**config.mk**
```make
export PLATFORM = sky130hd
export DESIGN_NAME = dmem_arbiter_flat
export DESIGN_NICKNAME = d
export VERILOG_FILES = /design/src/rtl/dmem_arb_pkg.sv /design/src/rtl/dmem_arbiter_if.sv /design/src/rtl/dmem_arb_fault_chk.sv /design/src/rtl/dmem_arbiter.sv /design/src/flat_wrapper.sv
export SDC_FILE = /design/constraint.sdc
export NUM_CORES = 1
export LEC_CHECK = 0
export CAP_MARGIN = 20
export CORE_AREA = 2 2 207 209
export DETAILED_ROUTE_END_ITERATION = 10
export DIE_AREA = 0 0 209 211
export SETUP_SLACK_MARGIN = 0.3
export SYNTH_ARGS = -nofsm -noshare
export SYNTH_HDL_FRONTEND = slang
export SYNTH_SLANG_ARGS = --single-unit
```
**constraint.sdc**
```tcl
create_clock -name clk -period 8.5 [get_ports clk]
set_clock_uncertainty 0.2 [all_clocks]
set_input_delay 1.7 -clock clk [delete_from_list [all_inputs] [get_ports clk]]
set_output_delay 1.7 -clock clk [all_outputs]
set_load 0.02 [all_outputs]
```
**src/rtl/dmem_arb_pkg.sv**
```systemverilog
// rtl/dmem_arb_pkg.sv - shared states, owner encoding, beat tag and defaults for dmem_arbiter
package dmem_arb_pkg;

  localparam int DEF_MEM_WORDS = 512;
  localparam int DEF_MAX_BURST = 8;

  typedef enum logic [1:0] {
    IDLE = 2'd0,
    SCAL = 2'd1,
    VEC  = 2'd2
  } arb_state_t;

  localparam logic OWN_S = 1'b0;
  localparam logic OWN_V = 1'b1;

  typedef struct packed {
    logic valid;
    logic owner;
    logic we;
    logic fault;
  } beat_tag_t;

endpackage

```
**src/rtl/dmem_arbiter_if.sv**
```systemverilog
// rtl/dmem_arbiter_if.sv - scalar/vector request-response ports and RAM command bus
interface dmem_arbiter_if #(
  parameter int IW = 9
);

  logic          s_req_valid;
  logic          s_req_ready;
  logic          s_req_we;
  logic [63:0]   s_req_addr;
  logic [63:0]   s_req_wdata;
  logic          s_rsp_valid;
  logic [63:0]   s_rsp_rdata;
  logic          s_rsp_fault;

  logic          v_req_valid;
  logic          v_req_ready;
  logic          v_req_we;
  logic [63:0]   v_req_addr;
  logic [63:0]   v_req_wdata;
  logic          v_req_last;
  logic          v_rsp_valid;
  logic [63:0]   v_rsp_rdata;
  logic          v_rsp_fault;

  logic          m_en;
  logic          m_we;
  logic [IW-1:0] m_addr;
  logic [63:0]   m_wdata;
  logic [63:0]   m_rdata;

  modport master (
    output s_req_valid, s_req_we, s_req_addr, s_req_wdata,
    input  s_req_ready, s_rsp_valid, s_rsp_rdata, s_rsp_fault,
    output v_req_valid, v_req_we, v_req_addr, v_req_wdata, v_req_last,
    input  v_req_ready, v_rsp_valid, v_rsp_rdata, v_rsp_fault,
    input  m_en, m_we, m_addr, m_wdata,
    output m_rdata
  );

  modport slave (
    input  s_req_valid, s_req_we, s_req_addr, s_req_wdata,
    output s_req_ready, s_rsp_valid, s_rsp_rdata, s_rsp_fault,
    input  v_req_valid, v_req_we, v_req_addr, v_req_wdata, v_req_last,
    output v_req_ready, v_rsp_valid, v_rsp_rdata, v_rsp_fault,
    output m_en, m_we, m_addr, m_wdata,
    input  m_rdata
  );

endinterface

```
**src/rtl/dmem_arb_fault_chk.sv**
```systemverilog
// rtl/dmem_arb_fault_chk.sv - alignment and range check for one request address
module dmem_arb_fault_chk
  import dmem_arb_pkg::*;
#(
  parameter int MEM_WORDS = DEF_MEM_WORDS
) (
  input  logic [63:0] addr,
  output logic        fault
);

  logic misaligned;
  logic out_of_range;

  // The full upper address takes part so aliases above the RAM are rejected.
  always_comb begin
    misaligned   = |addr[2:0];
    out_of_range = (addr[63:3] >= 61'(MEM_WORDS));
    fault        = misaligned | out_of_range;
  end

endmodule

```
**src/rtl/dmem_arbiter.sv**
```systemverilog
// rtl/dmem_arbiter.sv - shares the L1 data RAM between scalar MEM stage and vector port
// DMEM_ARB_RR_EN selects round-robin on contention; otherwise scalar has fixed priority.
module dmem_arbiter
  import dmem_arb_pkg::*;
#(
  parameter int MEM_WORDS = DEF_MEM_WORDS,
  parameter int MAX_BURST = DEF_MAX_BURST
) (
  input  logic          clk,
  input  logic          rst,
  dmem_arbiter_if.slave bus,
  output logic          busy
);

  localparam int IW = $clog2(MEM_WORDS);
  localparam int CW = $clog2(MAX_BURST + 1);

  arb_state_t    state;
  arb_state_t    state_nx;
  logic [CW-1:0] beat_cnt;
  logic [CW-1:0] beat_cnt_nx;

  logic          s_fault;
  logic          v_fault;
  logic          s_hs;
  logic          v_hs;
  logic          grant_s;
  logic          grant_v;

  beat_tag_t     tag_in;
  beat_tag_t     tag1;
  beat_tag_t     tag2;
  logic [63:0]   sel_addr;
  logic [63:0]   sel_wdata;
  logic [63:0]   rsp_data;

  dmem_arb_fault_chk #(.MEM_WORDS(MEM_WORDS)) u_s_chk (
    .addr  (bus.s_req_addr),
    .fault (s_fault)
  );

  dmem_arb_fault_chk #(.MEM_WORDS(MEM_WORDS)) u_v_chk (
    .addr  (bus.v_req_addr),
    .fault (v_fault)
  );

  assign bus.s_req_ready = (state == SCAL);
  assign bus.v_req_ready = (state == VEC);
  assign s_hs            = bus.s_req_valid & bus.s_req_ready;
  assign v_hs            = bus.v_req_valid & bus.v_req_ready;

`ifdef DMEM_ARB_RR_EN
  logic rr_prio;

  // rr_prio names the port that wins the next contended IDLE decision.
  always_ff @(posedge clk or posedge rst) begin
    if (rst) begin
      rr_prio <= OWN_S;
    end else if (state == IDLE && grant_s) begin
      rr_prio <= OWN_V;
    end else if (state == IDLE && grant_v) begin
      rr_prio <= OWN_S;
    end
  end
`endif

  always_comb begin
    grant_s = 1'b0;
    grant_v = 1'b0;
    if (bus.s_req_valid && bus.v_req_valid) begin
`ifdef DMEM_ARB_RR_EN
      grant_s = (rr_prio == OWN_S);
      grant_v = (rr_prio == OWN_V);
`else
      grant_s = 1'b1;
`endif
    end else begin
      grant_s = bus.s_req_valid;
      grant_v = bus.v_req_valid;
    end
  end

  always_ff @(posedge clk or posedge rst) begin
    if (rst) begin
      state    <= IDLE;
      beat_cnt <= '0;
    end else begin
      state    <= state_nx;
      beat_cnt <= beat_cnt_nx;
    end
  end

  always_comb begin
    state_nx    = state;
    beat_cnt_nx = beat_cnt;
    unique case (state)
      IDLE: begin
        if (grant_s) begin
          state_nx = SCAL;
        end else if (grant_v) begin
          state_nx    = VEC;
          beat_cnt_nx = '0;
        end
      end
      SCAL: begin
        if (s_hs) state_nx = IDLE;
      end
      VEC: begin
        if (v_hs) begin
          beat_cnt_nx = beat_cnt + 1'b1;
          // A burst that never raises last is cut off so the scalar side can get in.
          if (bus.v_req_last || beat_cnt_nx == CW'(MAX_BURST)) state_nx = IDLE;
        end
      end
      default: state_nx = IDLE;
    endcase
  end

  always_comb begin
    tag_in    = '0;
    sel_addr  = bus.v_req_addr;
    sel_wdata = bus.v_req_wdata;
    if (s_hs) begin
      tag_in.valid = 1'b1;
      tag_in.owner = OWN_S;
      tag_in.we    = bus.s_req_we;
      tag_in.fault = s_fault;
      sel_addr     = bus.s_req_addr;
      sel_wdata    = bus.s_req_wdata;
    end else if (v_hs) begin
      tag_in.valid = 1'b1;
      tag_in.owner = OWN_V;
      tag_in.we    = bus.v_req_we;
      tag_in.fault = v_fault;
    end
  end

  always_ff @(posedge clk or posedge rst) begin
    if (rst) begin
      tag1        <= '0;
      tag2        <= '0;
      bus.m_en    <= 1'b0;
      bus.m_we    <= 1'b0;
      bus.m_addr  <= '0;
      bus.m_wdata <= '0;
    end else begin
      tag1     <= tag_in;
      tag2     <= tag1;
      bus.m_en <= tag_in.valid & ~tag_in.fault;
      bus.m_we <= tag_in.valid & ~tag_in.fault & tag_in.we;
      if (tag_in.valid) begin
        bus.m_addr  <= sel_addr[IW+2:3];
        bus.m_wdata <= sel_wdata;
      end
    end
  end

  // Stage 2 lines up with the RAM's registered read data.
  always_comb begin
    rsp_data        = (tag2.valid && !tag2.we && !tag2.fault) ? bus.m_rdata : 64'd0;
    bus.s_rsp_valid = tag2.valid && (tag2.owner == OWN_S);
    bus.s_rsp_rdata = (tag2.owner == OWN_S) ? rsp_data : 64'd0;
    bus.s_rsp_fault = tag2.valid && (tag2.owner == OWN_S) && tag2.fault;
    bus.v_rsp_valid = tag2.valid && (tag2.owner == OWN_V);
    bus.v_rsp_rdata = (tag2.owner == OWN_V) ? rsp_data : 64'd0;
    bus.v_rsp_fault = tag2.valid && (tag2.owner == OWN_V) && tag2.fault;
  end

  assign busy = (state != IDLE) || tag1.valid || tag2.valid;

endmodule

```
**src/flat_wrapper.sv**
```systemverilog
// flat-port wrapper written by rule: the top's interface ports become plain ports
module dmem_arbiter_flat import dmem_arb_pkg::*;
#(
  parameter int MEM_WORDS = DEF_MEM_WORDS,
  parameter int MAX_BURST = DEF_MAX_BURST
)
  (clk, rst, busy, bus_s_req_valid, bus_s_req_we, bus_s_req_addr, bus_s_req_wdata, bus_s_req_ready, bus_s_rsp_valid, bus_s_rsp_rdata, bus_s_rsp_fault, bus_v_req_valid, bus_v_req_we, bus_v_req_addr, bus_v_req_wdata, bus_v_req_last, bus_v_req_ready, bus_v_rsp_valid, bus_v_rsp_rdata, bus_v_rsp_fault, bus_m_en, bus_m_we, bus_m_addr, bus_m_wdata, bus_m_rdata);
  dmem_arbiter_if #(.IW((9))) bus_i ();
  input  logic clk;
  input  logic rst;
  output logic busy;
  input wire logic [$bits(bus_i.s_req_valid)-1:0] bus_s_req_valid;
  input wire logic [$bits(bus_i.s_req_we)-1:0] bus_s_req_we;
  input wire logic [$bits(bus_i.s_req_addr)-1:0] bus_s_req_addr;
  input wire logic [$bits(bus_i.s_req_wdata)-1:0] bus_s_req_wdata;
  output wire logic [$bits(bus_i.s_req_ready)-1:0] bus_s_req_ready;
  output wire logic [$bits(bus_i.s_rsp_valid)-1:0] bus_s_rsp_valid;
  output wire logic [$bits(bus_i.s_rsp_rdata)-1:0] bus_s_rsp_rdata;
  output wire logic [$bits(bus_i.s_rsp_fault)-1:0] bus_s_rsp_fault;
  input wire logic [$bits(bus_i.v_req_valid)-1:0] bus_v_req_valid;
  input wire logic [$bits(bus_i.v_req_we)-1:0] bus_v_req_we;
  input wire logic [$bits(bus_i.v_req_addr)-1:0] bus_v_req_addr;
  input wire logic [$bits(bus_i.v_req_wdata)-1:0] bus_v_req_wdata;
  input wire logic [$bits(bus_i.v_req_last)-1:0] bus_v_req_last;
  output wire logic [$bits(bus_i.v_req_ready)-1:0] bus_v_req_ready;
  output wire logic [$bits(bus_i.v_rsp_valid)-1:0] bus_v_rsp_valid;
  output wire logic [$bits(bus_i.v_rsp_rdata)-1:0] bus_v_rsp_rdata;
  output wire logic [$bits(bus_i.v_rsp_fault)-1:0] bus_v_rsp_fault;
  output wire logic [$bits(bus_i.m_en)-1:0] bus_m_en;
  output wire logic [$bits(bus_i.m_we)-1:0] bus_m_we;
  output wire logic [$bits(bus_i.m_addr)-1:0] bus_m_addr;
  output wire logic [$bits(bus_i.m_wdata)-1:0] bus_m_wdata;
  input wire logic [$bits(bus_i.m_rdata)-1:0] bus_m_rdata;
  assign bus_i.s_req_valid = bus_s_req_valid;
  assign bus_i.s_req_we = bus_s_req_we;
  assign bus_i.s_req_addr = bus_s_req_addr;
  assign bus_i.s_req_wdata = bus_s_req_wdata;
  assign bus_s_req_ready = bus_i.s_req_ready;
  assign bus_s_rsp_valid = bus_i.s_rsp_valid;
  assign bus_s_rsp_rdata = bus_i.s_rsp_rdata;
  assign bus_s_rsp_fault = bus_i.s_rsp_fault;
  assign bus_i.v_req_valid = bus_v_req_valid;
  assign bus_i.v_req_we = bus_v_req_we;
  assign bus_i.v_req_addr = bus_v_req_addr;
  assign bus_i.v_req_wdata = bus_v_req_wdata;
  assign bus_i.v_req_last = bus_v_req_last;
  assign bus_v_req_ready = bus_i.v_req_ready;
  assign bus_v_rsp_valid = bus_i.v_rsp_valid;
  assign bus_v_rsp_rdata = bus_i.v_rsp_rdata;
  assign bus_v_rsp_fault = bus_i.v_rsp_fault;
  assign bus_m_en = bus_i.m_en;
  assign bus_m_we = bus_i.m_we;
  assign bus_m_addr = bus_i.m_addr;
  assign bus_m_wdata = bus_i.m_wdata;
  assign bus_i.m_rdata = bus_m_rdata;
  dmem_arbiter #(.MEM_WORDS(MEM_WORDS), .MAX_BURST(MAX_BURST)) u_core (.clk(clk), .rst(rst), .bus(bus_i), .busy(busy));
endmodule
```
==> summary.txt, run 1 <==
Placement
  • Post-DP HPWL: between 20 and 25 mm
  • Pre-CTS setup slack: 3570 ps
  • Placer Congestion: 0.924
  • I/O Buffers: 536

Critical path
  • Crit. End Element: primary output
  • Critical path depth in cells: 3
  • Crit path max-delay family: buffers and inverters
  • WP data arrival: 2990 ps
  • Crit Reg-Reg Endpoint: u_core.bus.m_addr[1]$_DFFE_PP0N_
  • R2R setup slack: 5720 ps
  • CP bufs+invs: 2
  • Worst setup path start: bus_m_rdata[62]
  • Crit path max fanout: 2
  • CP Capture Point: bus_v_rsp_rdata[62]
  • Cell depth of the worst flop-to-flop path: 5
  • Slowest stage cell, crit path: clkdlybuf4s50_1
  • RR Startpoint: u_core.state[1]$_DFFE_PP0P_
  • Startpoint types: primary input
  • CP max stage delay: roughly 630 ps
  • Cells along the critical path: clkdlybuf4s50_1, and2_1, clkdlybuf4s50_1
  • Critical path required time: 6600 ps
  • Critical path class: primary input to primary output
  • Most common cell on crit path: clkdlybuf4s50_1

Clocking
  • Root buffer cell: clkbuf_16
  • CTS tree: built
  • Total CTS buffers: 9
  • Clk Latency, worst-skew pair: roughly 370 ps
  • Post-CTS sizing: 0
  • Reg clk slew, reported paths: 70 ps
  • Postcts setup bufs: 0
  • Hold_buf cts: 0
  • Clock Sinks: a little under 90
  • H-tree depth: 3
  • Clk buf depth: 2

Final layout
  • Commonest non-fill, non-tap cell in the layout: clkdlybuf4s50_1
  • Final net count: 1396
  • Area growth from synthesis to layout: 120%
  • Ratio of cells with drive above 1 in the final layout: 0.0326
  • Most frequent cells in the layout: clkdlybuf4s50_1 (536), and2_1 (130), dfrtp_1 (89)

Synth
  • Synth top area share: 0.434
  • Number of synthesized flops with an enable pin: 0
  • Cell area after synthesis: 0.00513 mm²
  • Leading area contributor after synthesis: dfrtp_1
  • Ys Warns: 0
  • Sequential share of the synthesized area: 0.434
  • Async set-reset flop share out of synthesis: 1.00
  • Synth Register Bits: 89
  • Post-synth top flop: dfrtp_1
  • Total nets after synthesis: 880
  • Gate Count Post-Synth: 552
  • Largest cells by area after synthesis: dfrtp_1 (43%), and2_1 (16%), mux2i_1 (12%), o21ai_0 (6.6%), nand2_1 (6.2%)
  • Yosys cell types: 33
  • Syn avg cell area: approximately 9.3 µm²

Outcome
  • Status: complete, no violations

Die
  • I/O pin count: 537
  • Die W: 209 µm
  • Die area: 0.0441 mm²
  • Initial Utilization: 0.123
  • Die Height: 211 µm
  • Core Area: 0.0418 mm²
  • FP Rows: 75

Timing
  • Min Tclk post-route: 4890 ps
  • Tightest slew margin relative to the limit: 0.574
  • Setup TNS: 0 ps
  • Final hold violations: 0
  • Final worst slack: roughly 3600 ps
  • Max-slew violations: 0
  • Final period util: 0.575
  • Unrepaired setup endpoints after global routing: no
  • Least-Margin Pin Slew: 639 ps
  • Achievable frequency: 205 MHz
  • Final setup violating endpoints: 0

Detailed routing
  • Final WL: 25.7 mm
  • Final ANT Viol Nets: 0
  • Remaining DRCs: 0
  • Drt pass-1 iters: 6
  • Starting DRT DRC Count: 279
  • Routed wire per std cell: 15.9 µm
  • Total vias in the final route: 5973
  • Vias per cell: 3.70

Global routing
  • First-pass GRT wire length: 37.2 mm
  • Pin count of the biggest net entering global routing: 65
  • Tot GR Track Use: 0.112
  • GRT overflow: 0
  • Vias in the first global route: 6070
  • Antenna violations before repair: 2

Pwr
  • Final Power: between 2 and 3 mW
  • LEAKAGE: 4.18 nW
  • Max VDD drop: 0.134 mV
  • Pwr dens: about 240 mW/mm²

Min path
  • HP Class: flip-flop to flip-flop

Flow run
  • Max-cap viol count: 0
per-layer routing:
| layer | global-route usage | share of wire | vias to the layer above |
|---|---|---|---|
| met5 | 0 | 0 | - |
| met4 | 0.0409 | 0.014 | 0 |
| met3 | 0.0284 | 0.070 | 18 |
| met2 | 0.192 | 0.50 | 269 |
| met1 | 0.136 | 0.41 | 2767 |
| li1 | - | - | 2919 |
through the flow:
step	area [µm²]	utilization	instances	hold slack, ps
6_report	11300	0.271	1613	152
5_1_grt	11300	0.271	1613	173
4_1_cts	11300	0.271	1612	151
3_5_place_dp	11000	0.264	1596	136
3_3_place_gp	11000	0.264	1596	136
2_1_floorplan	5130	-	552	131
report_power, final:
part	internal [mW]	switching, mW
combinational	0.773	0.781
sequential	0.622	0.127
clock	0.206	0.191
total	1.60	1.10
flip-flops by register name, indices dropped and copies added (netlist names):
signal	cells
u_core.beat_cnt	4
u_core.bus.m_we	1
u_core.bus.m_en	1
u_core.tag2	4
u_core.state	2
u_core.bus.m_wdata	64
u_core.tag1	4
u_core.bus.m_addr	9
worst min path at each step:
stage,cells past startpoint,to,slack [ps],startpoint
floorplan,0,u_core.tag2[0]$_DFF_PP0_,130,u_core.tag1[0]$_DFF_PP0_
global placement,0,u_core.tag2[2]$_DFF_PP0_,140,u_core.tag1[2]$_DFF_PP0_
detailed placement,0,u_core.tag2[2]$_DFF_PP0_,140,u_core.tag1[2]$_DFF_PP0_
CTS,0,u_core.tag2[2]$_DFF_PP0_,150,u_core.tag1[2]$_DFF_PP0_
global route,0,u_core.tag2[2]$_DFF_PP0_,170,u_core.tag1[2]$_DFF_PP0_
finish,0,u_core.tag2[2]$_DFF_PP0_,150,u_core.tag1[2]$_DFF_PP0_
layout make-up:
cell class              instances  area (µm²)
diodes                          1        2.50
clock buffers                  10         239
clock inverters                 6        43.8
fillers                      4449       30500
inverters                       5        21.3
multi-input cells             420        2680
flip-flops and latches         89        2230
well taps                     539         674
repair buffers                543        5420
synth_stat cells (all sizes together) (2+ instances only):
library cell	instances
a22oi	10
o21ai	68
nor4	26
nor2	2
and2	130
and3b	2
o41a	2
nor2b	3
nand4	7
inv	5
buf	19
nor3b	2
xnor2	2
mux2i	64
nand2	85
a22o	3
nor3	4
dfrtp	89
clkbuf	19
cells by family (layout without fill, tap and decap cells):
family,Yosys count,in the layout,synth area share
AND/OR/NAND/NOR,266,266,0.290
flip-flops,89,89,0.434
AO/OA/AOI/OAI,86,86,0.0949
multiplexers,65,65,0.127
buffers and inverters,43,564,0.0480
XOR/XNOR,2,2,0.00342
adder cells (fa/ha/maj),1,1,0.00244
other,0,1,0
Note: power is estimated with default switching activity, not from simulation.
==> run 2, diff against run 1 <==
CORE_AREA = 2 2 210 212   (was 2 2 207 209)
DIE_AREA = 0 0 212 214   (was 0 0 209 211)
clock period = 4.4 ns   (was 8.5 ns; I/O delays follow)
==> run 2 against run 1 <==
Register-to-register slack worse by 3700 ps; non-clock buffer count up 3; utilization down 0.50 points; via count up 0.90%; highest routed layer unchanged; combinational power up 95%.
==> summary.txt, run 2 (synthesis results as in run 1) <==
Outcome
  • Status: complete, no violations (unchanged)

Critical path
  • WP data arrival: 2730 ps (was 2990 ps)
  • Crit path max-delay family: buffers and inverters (unchanged)
  • Crit path max fanout: 41 (was 2)
  • CP max stage delay: 620 ps (was 630 ps)
  • Critical path required time: 3320 ps (was 6600 ps)
  • Crit. End Element: primary output (unchanged)
  • Critical path class: flip-flop to primary output (was primary input to primary output)
  • Startpoint types: flip-flop (was primary input)
  • Cells along the critical path: and2b_1, nor3b_4, buf_4, and2_1, clkdlybuf4s50_1 (was clkdlybuf4s50_1, and2_1, clkdlybuf4s50_1)
  • Slowest stage cell, crit path: clkdlybuf4s50_1 (unchanged)
  • CP bufs+invs: 2 (unchanged)

Timing
  • Min Tclk post-route: between 3000 and 4000 ps
  • Least-Margin Pin Slew: 722 ps (was 639 ps)
  • Unrepaired setup endpoints after global routing: no (unchanged)
  • Final setup violating endpoints: 0 (unchanged)
  • Setup TNS: 0 ps (unchanged)
  • Tightest slew margin relative to the limit: 0.519 (was 0.574)
  • Final period util: 0.866
  • Final hold violations: 0 (unchanged)
  • Hold WS: 155 ps (was 152 ps)
  • Max-slew violations: 0 (unchanged)
  • Final worst slack: 592 ps (was 3610 ps)
  • Achievable frequency: 263 MHz

Placement
  • Post-DP HPWL: 23.5 mm (was 20.9 mm)
  • I/O Buffers: 536 (unchanged)
  • Placed inst area: 0.0111 mm² (was 0.0110 mm²)
  • Placed instance count: 1645 (was 1596)
  • Placer Congestion: 0.903 (was 0.924)
  • Pre-CTS setup slack: 881 ps (was 3570 ps)

Final layout
  • Commonest non-fill, non-tap cell in the layout: clkdlybuf4s50_1 (unchanged)
  • Finished Cell Area: 0.0114 mm² (was 0.0113 mm²)
  • Max FFs per register: 64 (unchanged)
  • Most frequent cells in the layout: clkdlybuf4s50_1 (536), and2_1 (130), dfrtp_1 (89) (unchanged)
  • Final net count: 1400 (was 1396)
  • Ratio of cells with drive above 1 in the final layout: 0.0362 (was 0.0326)
  • Largest registers: u_core.bus.m_wdata (64), u_core.bus.m_addr (9) (unchanged)
  • Most flop-heavy register: u_core.bus.m_wdata (unchanged)
  • Area growth from synthesis to layout: 122% (was 120%)
  • Fin util: 0.266 (was 0.271)
  • Post-route insts no fill: 1664 (was 1613)

Detailed routing
  • Total vias in the final route: 6027 (was 5973)
  • Remaining DRCs: 0 (unchanged)
  • Starting DRT DRC Count: 196 (was 279)
  • Final ANT Viol Nets: 0 (unchanged)
  • Drt pass-1 iters: 4 (was 6)
  • Final WL: 28.4 mm (was 25.7 mm)
  • Routed wire per std cell: 17.0 µm (was 15.9 µm)
  • Vias per cell: 3.62 (was 3.70)

Clocking
  • H-tree depth: 3 (unchanged)
  • CTS tree: built (unchanged)
  • Reg clk slew, reported paths: 70 ps (about the same)
  • Clk Latency, worst-skew pair: 360 ps (was 370 ps)
  • Root buffer cell: clkbuf_16 (unchanged)
  • Total CTS buffers: 9 (unchanged)
  • Clk buf depth: 2 (unchanged)
  • Clock Sinks: 89 (unchanged)
  • Hold_buf cts: 0 (unchanged)
  • Post-CTS sizing: 0 (unchanged)

Global routing
  • Pin count of the biggest net entering global routing: 55 (was 65)
  • Tot GR Track Use: 0.120 (was 0.112)
  • Busiest metal layer after global routing: met2 (unchanged)
  • Grt met2 use: 0.220 (was 0.192)
  • Antenna violations before repair: 1 (was 2)
  • Met3 layer usage reported by global route: 0.0365 (was 0.0284)
  • M1 GR Usage: 0.135 (was 0.136)
  • GRT overflow: 0 (unchanged)
  • First-pass GRT wire length: 40.0 mm (was 37.2 mm)
  • Vias in the first global route: 6235 (was 6070)

Die
  • Die W: 212 µm (was 209 µm)
  • Die area: 0.0454 mm² (was 0.0441 mm²)
  • Die Height: 214 µm (was 211 µm)
  • Core Area: 0.0429 mm² (was 0.0418 mm²)
  • FP Rows: 76 (was 75)
  • I/O pin count: 537 (unchanged)
  • Initial Utilization: 0.120 (was 0.123)

Min path
  • HP Class: flip-flop to flip-flop (unchanged)

Pwr
  • Final Power: 5.25 mW (was 2.70 mW)
  • LEAKAGE: 4.21 nW (was 4.18 nW)
  • Max VDD drop: 0.292 mV (was 0.134 mV)
  • Pwr dens: 461 mW/mm² (was 239 mW/mm²)

Flow run
  • Max-cap viol count: 0 (unchanged)
run 2: cell types whose count changed in the layout (fill, tap and decap cells not counted):
cell	previous run	this run
buf_4	7	10
clkbuf_8	1	0
clkinv_2	1	3
clkinv_4	1	2
clkinvlp_4	4	0
diode_2	1	2
inv_6	0	1
inv_8	0	1
nor3b_2	0	1
run 2: power by group:
part / total, mW / internal, mW / switching [mW] / leakage (nW)
clock: 0.766 / 0.388 / 0.378 / 0.141
combinational: 3.03 / 1.50 / 1.53 / 2.96
sequential: 1.45 / 1.20 / 0.250 / 1.11
total: 5.25 / 3.09 / 2.16 / 4.21
run 2: cell type report:
| class | count | area [µm²] |
|---|---|---|
| timing repair buffer | 546 | 5440 |
| antenna | 2 | 5.00 |
| clock inverter | 7 | 52.6 |
| tap | 585 | 732 |
| sequential | 89 | 2230 |
| fill | 4601 | 31500 |
| multi-input combinational | 421 | 2690 |
| inverter | 5 | 21.3 |
| clock buffer | 9 | 225 |
run 2: path summary, 6_finish.rpt:
path	startpoint	to	slack (ps)	cells past startpoint
min	u_core.tag1[2]$_DFF_PP0_	u_core.tag2[2]$_DFF_PP0_	160	0
max reg2reg	u_core.state[1]$_DFFE_PP0P_	u_core.bus.m_en$_DFF_PP0_	2000	3
min reg2reg	u_core.tag1[2]$_DFF_PP0_	u_core.tag2[2]$_DFF_PP0_	160	0
min in group asynchronous	rst	u_core.bus.m_wdata[59]$_DFFE_PP0N_	720	2
max	u_core.tag2[2]$_DFF_PP0_	bus_s_rsp_rdata[36]	590	5
max in group asynchronous	rst	u_core.bus.m_addr[8]$_DFFE_PP0N_	2460	3
run 2: repair_timing:
item / CTS / global route
setup buffers: 0 / 0
endpoints found under the hold margin: 0 / 0
setup endpoints to repair: 0 / 1
run 2: per-layer routing:
metal | vias up | share of wire
met5 | - | 0
met4 | 0 | 0.012
met3 | 18 | 0.083
met2 | 287 | 0.51
met1 | 2790 | 0.40
li1 | 2932 | -
